File: src/rtl/instr_encoder_loader.sv
// Packs symbolic instruction requests into 32-bit MIPS words and stores them at consecutive IMEM addresses.
// Latency: request accepted at edge N, IMEM write strobe high in cycle N+1, ready again in cycle N+2.
// Backpressure: in_ready low while a write is in flight, once capacity is reached, or after the program is closed.
module instr_encoder_loader #(
    parameter int ADDR_W    = 8,
    parameter int BASE_ADDR = 0
) (
    input  logic              clk,
    input  logic              rst,
    input  logic              in_valid,
    output logic              in_ready,
    input  logic [3:0]        in_kind,
    input  logic [4:0]        in_rs,
    input  logic [4:0]        in_rt,
    input  logic [4:0]        in_rd,
    input  logic [15:0]       in_imm,
    input  logic [25:0]       in_target,
    input  logic              done_in,
    output logic              imem_we,
    output logic [ADDR_W-1:0] imem_addr,
    output logic [31:0]       imem_wdata,
    output logic [ADDR_W:0]   count,
    output logic              full,
    output logic              err,
    output logic              done
);

    typedef enum logic [1:0] {
        S_IDLE  = 2'd0,
        S_WRITE = 2'd1,
        S_FULL  = 2'd2,
        S_DONE  = 2'd3
    } state_t;

    localparam logic [ADDR_W-1:0] BASE = ADDR_W'(BASE_ADDR);
    // Number of words that fit between BASE_ADDR and the top of IMEM.
    localparam logic [ADDR_W:0]   CAP  = (ADDR_W+1)'((1 << ADDR_W) - BASE_ADDR);

    state_t            state;
    state_t            state_nxt;
    logic [ADDR_W-1:0] ptr;
    logic [ADDR_W:0]   count_inc;
    logic              legal;
    logic              accept;
    logic [31:0]       enc_word;

    // Turn a mnemonic plus fields into the machine word; fields a format does not use are dropped.
    function automatic logic [31:0] encode(
        input logic [3:0]  kind,
        input logic [4:0]  rs,
        input logic [4:0]  rt,
        input logic [4:0]  rd,
        input logic [15:0] imm,
        input logic [25:0] target
    );
        logic [31:0] w;
        w = 32'h0;
        case (kind)
            4'd1:    w = {6'b000000, rs, rt, rd, 5'b00000, 6'b100000}; // ADD
            4'd2:    w = {6'b000000, rs, rt, rd, 5'b00000, 6'b100010}; // SUB
            4'd3:    w = {6'b000000, rs, rt, rd, 5'b00000, 6'b100100}; // AND
            4'd4:    w = {6'b000000, rs, rt, rd, 5'b00000, 6'b100101}; // OR
            4'd5:    w = {6'b000000, rs, rt, rd, 5'b00000, 6'b101010}; // SLT
            4'd6:    w = {6'b100011, rs, rt, imm};                     // LW
            4'd7:    w = {6'b101011, rs, rt, imm};                     // SW
            4'd8:    w = {6'b001000, rs, rt, imm};                     // ADDI
            4'd9:    w = {6'b000100, rs, rt, imm};                     // BEQ
            4'd10:   w = {6'b000010, target};                          // J
            default: w = 32'h0;                                        // NOP and illegal kinds
        endcase
        return w;
    endfunction

    assign legal     = (in_kind <= 4'd10);
    assign in_ready  = (state == S_IDLE) & ~done_in;
    assign accept    = in_valid & in_ready;
    assign count_inc = count + 1'b1;
    assign enc_word  = encode(in_kind, in_rs, in_rt, in_rd, in_imm, in_target);

    // State register.
    always_ff @(posedge clk) begin
        if (rst) begin
            state <= S_IDLE;
        end else begin
            state <= state_nxt;
        end
    end

    // Next-state logic; closing the program beats a simultaneous request.
    always_comb begin
        state_nxt = state;
        case (state)
            S_IDLE: begin
                if (done_in) begin
                    state_nxt = S_DONE;
                end else if (in_valid && legal) begin
                    state_nxt = S_WRITE;
                end
            end
            S_WRITE: begin
                state_nxt = (count_inc == CAP) ? S_FULL : S_IDLE;
            end
            S_FULL: begin
                if (done_in) begin
                    state_nxt = S_DONE;
                end
            end
            default: state_nxt = S_DONE;
        endcase
    end

    // Registered outputs, write pointer and word counter; address and data hold between writes.
    always_ff @(posedge clk) begin
        if (rst) begin
            ptr        <= BASE;
            imem_we    <= 1'b0;
            imem_addr  <= BASE;
            imem_wdata <= 32'h0;
            count      <= '0;
            full       <= 1'b0;
            err        <= 1'b0;
            done       <= 1'b0;
        end else begin
            imem_we <= 1'b0;
            case (state)
                S_IDLE: begin
                    if (done_in) begin
                        done <= 1'b1;
                    end else if (accept && legal) begin
                        imem_we    <= 1'b1;
                        imem_addr  <= ptr;
                        imem_wdata <= enc_word;
                    end else if (accept) begin
                        err <= 1'b1;
                    end
                end
                S_WRITE: begin
                    ptr   <= ptr + 1'b1;
                    count <= count_inc;
                    if (count_inc == CAP) begin
                        full <= 1'b1;
                    end
                end
                S_FULL: begin
                    if (done_in) begin
                        done <= 1'b1;
                    end
                end
                default: ;
            endcase
        end
    end

endmodule
File: config.mk
export PLATFORM = sky130hd
export DESIGN_NAME = instr_encoder_loader
export DESIGN_NICKNAME = d
export VERILOG_FILES = /design/src/rtl/instr_encoder_loader.sv
export SDC_FILE = /design/constraint.sdc
export NUM_CORES = 1
export LEC_CHECK = 0
export CAP_MARGIN = 20
export CORE_MARGIN = 1
export CORE_UTILIZATION = 43
export CTS_CLUSTER_SIZE = 30
export DETAILED_ROUTE_END_ITERATION = 6
export GPL_TIMING_DRIVEN = 1
export PLACE_DENSITY = 0.89
export SLEW_MARGIN = 25
export SYNTH_ARGS = -nofsm -noshare
export SYNTH_HDL_FRONTEND = slang
export SYNTH_SLANG_ARGS = --single-unit
File: constraint.sdc
create_clock -name clk -period 2 [get_ports clk]
set_clock_uncertainty 0.05 [all_clocks]
set_input_delay 0.4 -clock clk [delete_from_list [all_inputs] [get_ports clk]]
set_output_delay 0.4 -clock clk [all_outputs]
set_load 0.02 [all_outputs]
# Yosys cells after proc, flatten, opt, wreduce, memory -nomap -nowiden
# Cells that the tools add are included.
classes:
  addsub: 2
  order_cmp: 1
  eq_ne: 15
  mux: 7
  bitwise_logic: 5
  reduce_logical: 10
ops:
  columns: ["op", "count"]
  rows:
  - ["$pmux W32 S10", 1]
  - ["$eq A4 B3 Y1 const B", 4]
  - ["$eq A4 B4 Y1 const B", 3]
  - ["$add A9 B1 Y9 const B", 1]
  - ["$eq A9 B9 Y1 const B", 1]
  - ["$add A8 B1 Y8 const B", 1]
  - ["$eq A4 B2 Y1 const B", 2]
  - ["$mux W2", 4]
  - ["$pmux W2 S3", 1]
  - ["$reduce_and A2 Y1", 3]
  - ["$eq A4 B1 Y1 const B", 1]
  - ["$le A4 B4 Y1 const B", 1]
  - ["$reduce_and A4 Y1", 1]
  - ["$ne A3 B2 Y1 const B", 1]
  - ["$not A1 Y1", 3]
  - ["$reduce_and A3 Y1", 1]
  - ["$reduce_or A3 Y1", 1]
  - ["$and A1 B1 Y1", 2]
  - ["$eq A2 B1 Y1 const B", 1]
  - ["$eq A2 B2 Y1 const B", 1]
  - ["$logic_and A1 B1 Y1", 2]
  - ["$logic_not A2 Y1", 1]
  - ["$ne A2 B2 Y1 const B", 1]
  - ["$reduce_or A2 Y1", 1]
  - ["$mux W1", 1]
totals:
  ff_bits: 63
  output_inout_bits: 54
  elab_cells: 49

# Depth between registers and ports, before layout
depth:
  depth_word: 6
  ltp_mapped: 7
  mapped_depth_nobuf: 5

# Worst setup path after synthesis
# Ideal clock, no wire load.
synth_timing:
  kind: "input-to-reg"
  startpoint: "in in_kind[1]"
  endpoint: "reg imem_wdata[25]"
  arrival_time_ns: 1.653
  required_ns: 1.819
  slack_ns: 0.166
  path_stages: 7
  path_buffers: 3
  path_cell_list: "buf_6 or4_4 buf_6 buf_6 a32o_1 nand3_2 a21oi_2"
synth_between:
  elab_chain_len: 3
synth_rtl:
  columns: ["item", "line", "source"]
  rows:
  - ["start, declared", "12", "input logic [3:0] in_kind,"]
  - ["$le A4 B4 Y1", "74", "assign legal = (in_kind <= 4'd10);"]
  - ["$logic_and A1 B1 Y1", "129", "end else if (accept && legal) begin"]
  - ["$reduce_and A3 Y1 (no source line)", null, null]
  - ["end signal, assigned", "132", "imem_wdata <= enc_word;"]
  - ["end, declared", "21", "output logic [31:0] imem_wdata,"]
# Parallel ways exist; a longest one is shown, timed or not.
# A chain may end at the register's enable or synchronous reset.

# Final worst setup path
layout_timing:
  startpoint: "reg count[6]"
  endpoint: "out count[6]"
layout_rtl:
  columns: ["item", "line", "source"]
  rows:
  - ["start, declared", "22", "output logic [ADDR_W:0] count,"]
  - ["start signal, assigned", "139", "count <= count_inc;"]
# No word-level cell between the ends.

==> flow_summary.toml <==
[yosys]
seq_area_frac_synth_pct = 41.1
syn_area_um2 = 2970
syn_inst = 353
yosysMostFrequentCell = "dfxtp_1"
async_reset_ff_share_pct = 0
yosys-top-cells-area = "dfxtp_1 41%, nand2_1 5.9%, a21oi_1 5.7%"
synthFlopType = "dfxtp_1"
synth.distinct_cells = 50
synth_nets = 421
ys_top_cells_by_count = "61 x dfxtp_1, 47 x nand2_1, 34 x a21oi_1"
synth_top_cell_area_share_pct = 41.1
ys_ff_latch = 61
avgSynthCellArea_um2 = 8.41
yosysTopAreaCell = "dfxtp_1"
synth-edff-count = 0
synth_warnings = 0

[hold_path]
hold_path_depth = 2
hold_end = "count[8]$_SDFFE_PP0P_"
hp-class = "in -> reg"
hold_start = "rst"

[routing]
viasPerCell = 5.70
ant_nets = 0
wirelength_um = 8900
drt_iter0_markers = 196
num_vias = 3197
drc = 0
wl_per_cell_um = 15.9
firstDrtPassIters = 5

[pwr]
p_total_w = 0.00324
irDropWorstVdd_v = 0.000373
comb_power_share_pct = 14.7
seqPwrFrac_pct = 39.2
power.switching_w = 0.000747
netSwitchingFraction_pct = 23.0
p_leak_nw = 1.67
power.share.clock_pct = 46.1
internal-power_w = 0.00250
power_density_nw_per_um2 = 702

[floorplanning]
num_rows = 29
ioPinCount = 119
fp.dieW_um = 85.1
die_area_um2 = 7240
die_h_um = 85.1
start_util_pct = 45.7
core_um2 = 6490

[cts]
cts_buffers = 9
root_buffer = "clkbuf_8"
h-tree-depth = 3
cts_hold_buf = 0
cts_tree = "done"
clk_latency_ns = 0.34
clock_path_buffers = 2
cts_sinks = 61
cts.clk_slew.worst_paths_ns = 0.07

[placed_design]
dp_cells = 545
placed_area_um2 = 4310
place_ws_ns = -0.292
hpwl_um = 6230
io_buffers = 117
gp_congestion = 0.855

[setup_path]
start_kind = "register"
critPathBufInv = 1
reg2reg_to = "imem_wdata[1]$_SDFFE_PP0P_"
worstPathMaxFanout = 7
cp.arrival_ns = 1.48
rr_worst_depth = 6
cp.required_ns = 1.55
reg2reg_slack_ns = 0.28
critPathCaptureType = "primary output"
crit_family = "buffers and inverters"
regToRegStartpoint = "state[0]$_SDFFE_PP0P_"
crit_chain = "clkdlybuf4s50_1"
cpPeakStageDelay_ns = 0.66
crit_type = "reg -> out"
cpMaxStageDelayCell = "clkdlybuf4s50_1"

[timing]
max_freq_mhz = 518
setup_viol = 0
min_period_ns = 1.93
fin_ws_ns = 0.0706
rsz0062_at_grt = "no"
period_share_pct = 96.5
slew_violations = 0
hold_viol = 0

[global_routing]
gr-total-overflow = 0
grt_max_degree = 30
grt_pass1_wl_um = 14400
track_usage_pct = 25.3
grt_pass1_vias = 2976
antenna_found_initial = 0

[final_layout]
num_antenna_cells = 0
layout-drive-gt1-share_pct = 12.8
fin_nets = 547
final-instance-count-excl-fill = 561
fin_area_um2 = 4620
syn2layout_area_growth_pct = 55.6
fillers = 497

[status]
run_status = "complete, no violations"

[flow_run]
cap_violations = 0
[how the worst max path moves through the flow]
stage | start | to | cells after the start
after floorplan | in_kind[1] | imem_wdata[25]$_SDFFE_PP0P_ | 7
after global placement | done_in | in_ready | 4
after detailed placement | in_kind[1] | imem_wdata[13]$_SDFFE_PP0P_ | 6
after CTS | count[3]$_SDFFE_PP0P_ | count[3] | 1
after global routing | count[6]$_SDFFE_PP0P_ | count[6] | 1
final | count[6]$_SDFFE_PP0P_ | count[6] | 1
[repair_timing]
| item | in CTS | in global routing |
|---|---|---|
| endpoints found under the hold margin | 0 | 0 |
| buffers inserted | 0 | 0 |
| endpoints found under the setup margin | 1 | 21 |
| resized for setup | 1 | 8 |
| pin swaps | 0 | 0 |
| gates cloned | 0 | 0 |
[through the flow]
step | TNS, ns | hold WS [ns] | util (%)
2_1_floorplan | 0 | 0.394 | -
3_3_place_gp | -5.23 | 0.393 | 66.4
3_5_place_dp | -7.58 | 0.400 | 66.4
4_1_cts | 0 | 0.367 | 70.6
5_1_grt | 0 | 0.379 | 71.1
6_report | 0 | 0.373 | 71.1
[area by class of cell]
| class | instances | area (um^2) | share of cell area (%) |
|---|---|---|---|
| clock buffers | 10 | 138 | 2.98 |
| inverters | 4 | 15.0 | 0.325 |
| multi-input cells | 255 | 1600 | 34.7 |
| repair buffers | 148 | 1410 | 30.6 |
| well taps | 77 | 96.3 | 2.09 |
| clock inverters | 6 | 134 | 2.90 |
| flip-flops and latches | 61 | 1220 | 26.5 |
[metal layers]
metal  routed length [um]  vias to the layer above  global-route usage (%)
met5                    0                        -                       0
met4                  150                        0                    10.0
met3                  715                       17                    7.00
met2                 4420                      141                    43.3
met1                 3610                     1513                    29.9
li1                     -                     1526                       -
[flip-flops by register name, summed over array words and instances, names as in the netlist]
register	cells
full	1
imem_wdata	30
done	1
imem_addr	8
imem_we	1
err	1
state	2
ptr	8
count	9
[layout by cell type (no fill, tap or decap), types with 5 or more instances in the layout]
master           Yosys  final
a211oi_1             6      5
a21boi_0             6      6
a21oi_1             34     34
a221oi_1             5      5
a222oi_1             5      5
a32o_1              10     10
and2_1               6      6
buf_4                2     30
clkbuf_8             0     10
clkdlybuf4s50_1      0    114
dfxtp_1             61     60
nand2_1             47     47
nand3_1             12     12
nand3b_1            11     11
nand4_1              8      8
nor2_1              21     21
nor3_1               9      9
o211ai_1             7      7
o21ai_0              8      7
xnor2_1              6      6
xor2_1               9      9
[logic make-up after synthesis]
logic type	Yosys count	synth area share, %
adders and majority gates	3	1.26
xor gates and xnor gates	15	4.43
other	1	0.126
muxes	1	0.379
DFF	61	41.1
AOI/OAI and AO/OA	97	22.7
and+or+nand+nor	138	23.8
buffers and inverters	37	6.11
[power groups by stage]
stage	Sequential [W]	Clock [W]	Combinational, W
3_3_place_gp	0.00130	0	0.000459
6_report	0.00127	0.00150	0.000478
2_1_floorplan	0.00132	0	0.000190
4_1_cts	0.00127	0.00151	0.000470
5_1_grt	0.00127	0.00158	0.000513
3_5_place_dp	0.00130	0	0.000467
Power figures use the tool's default switching activity.
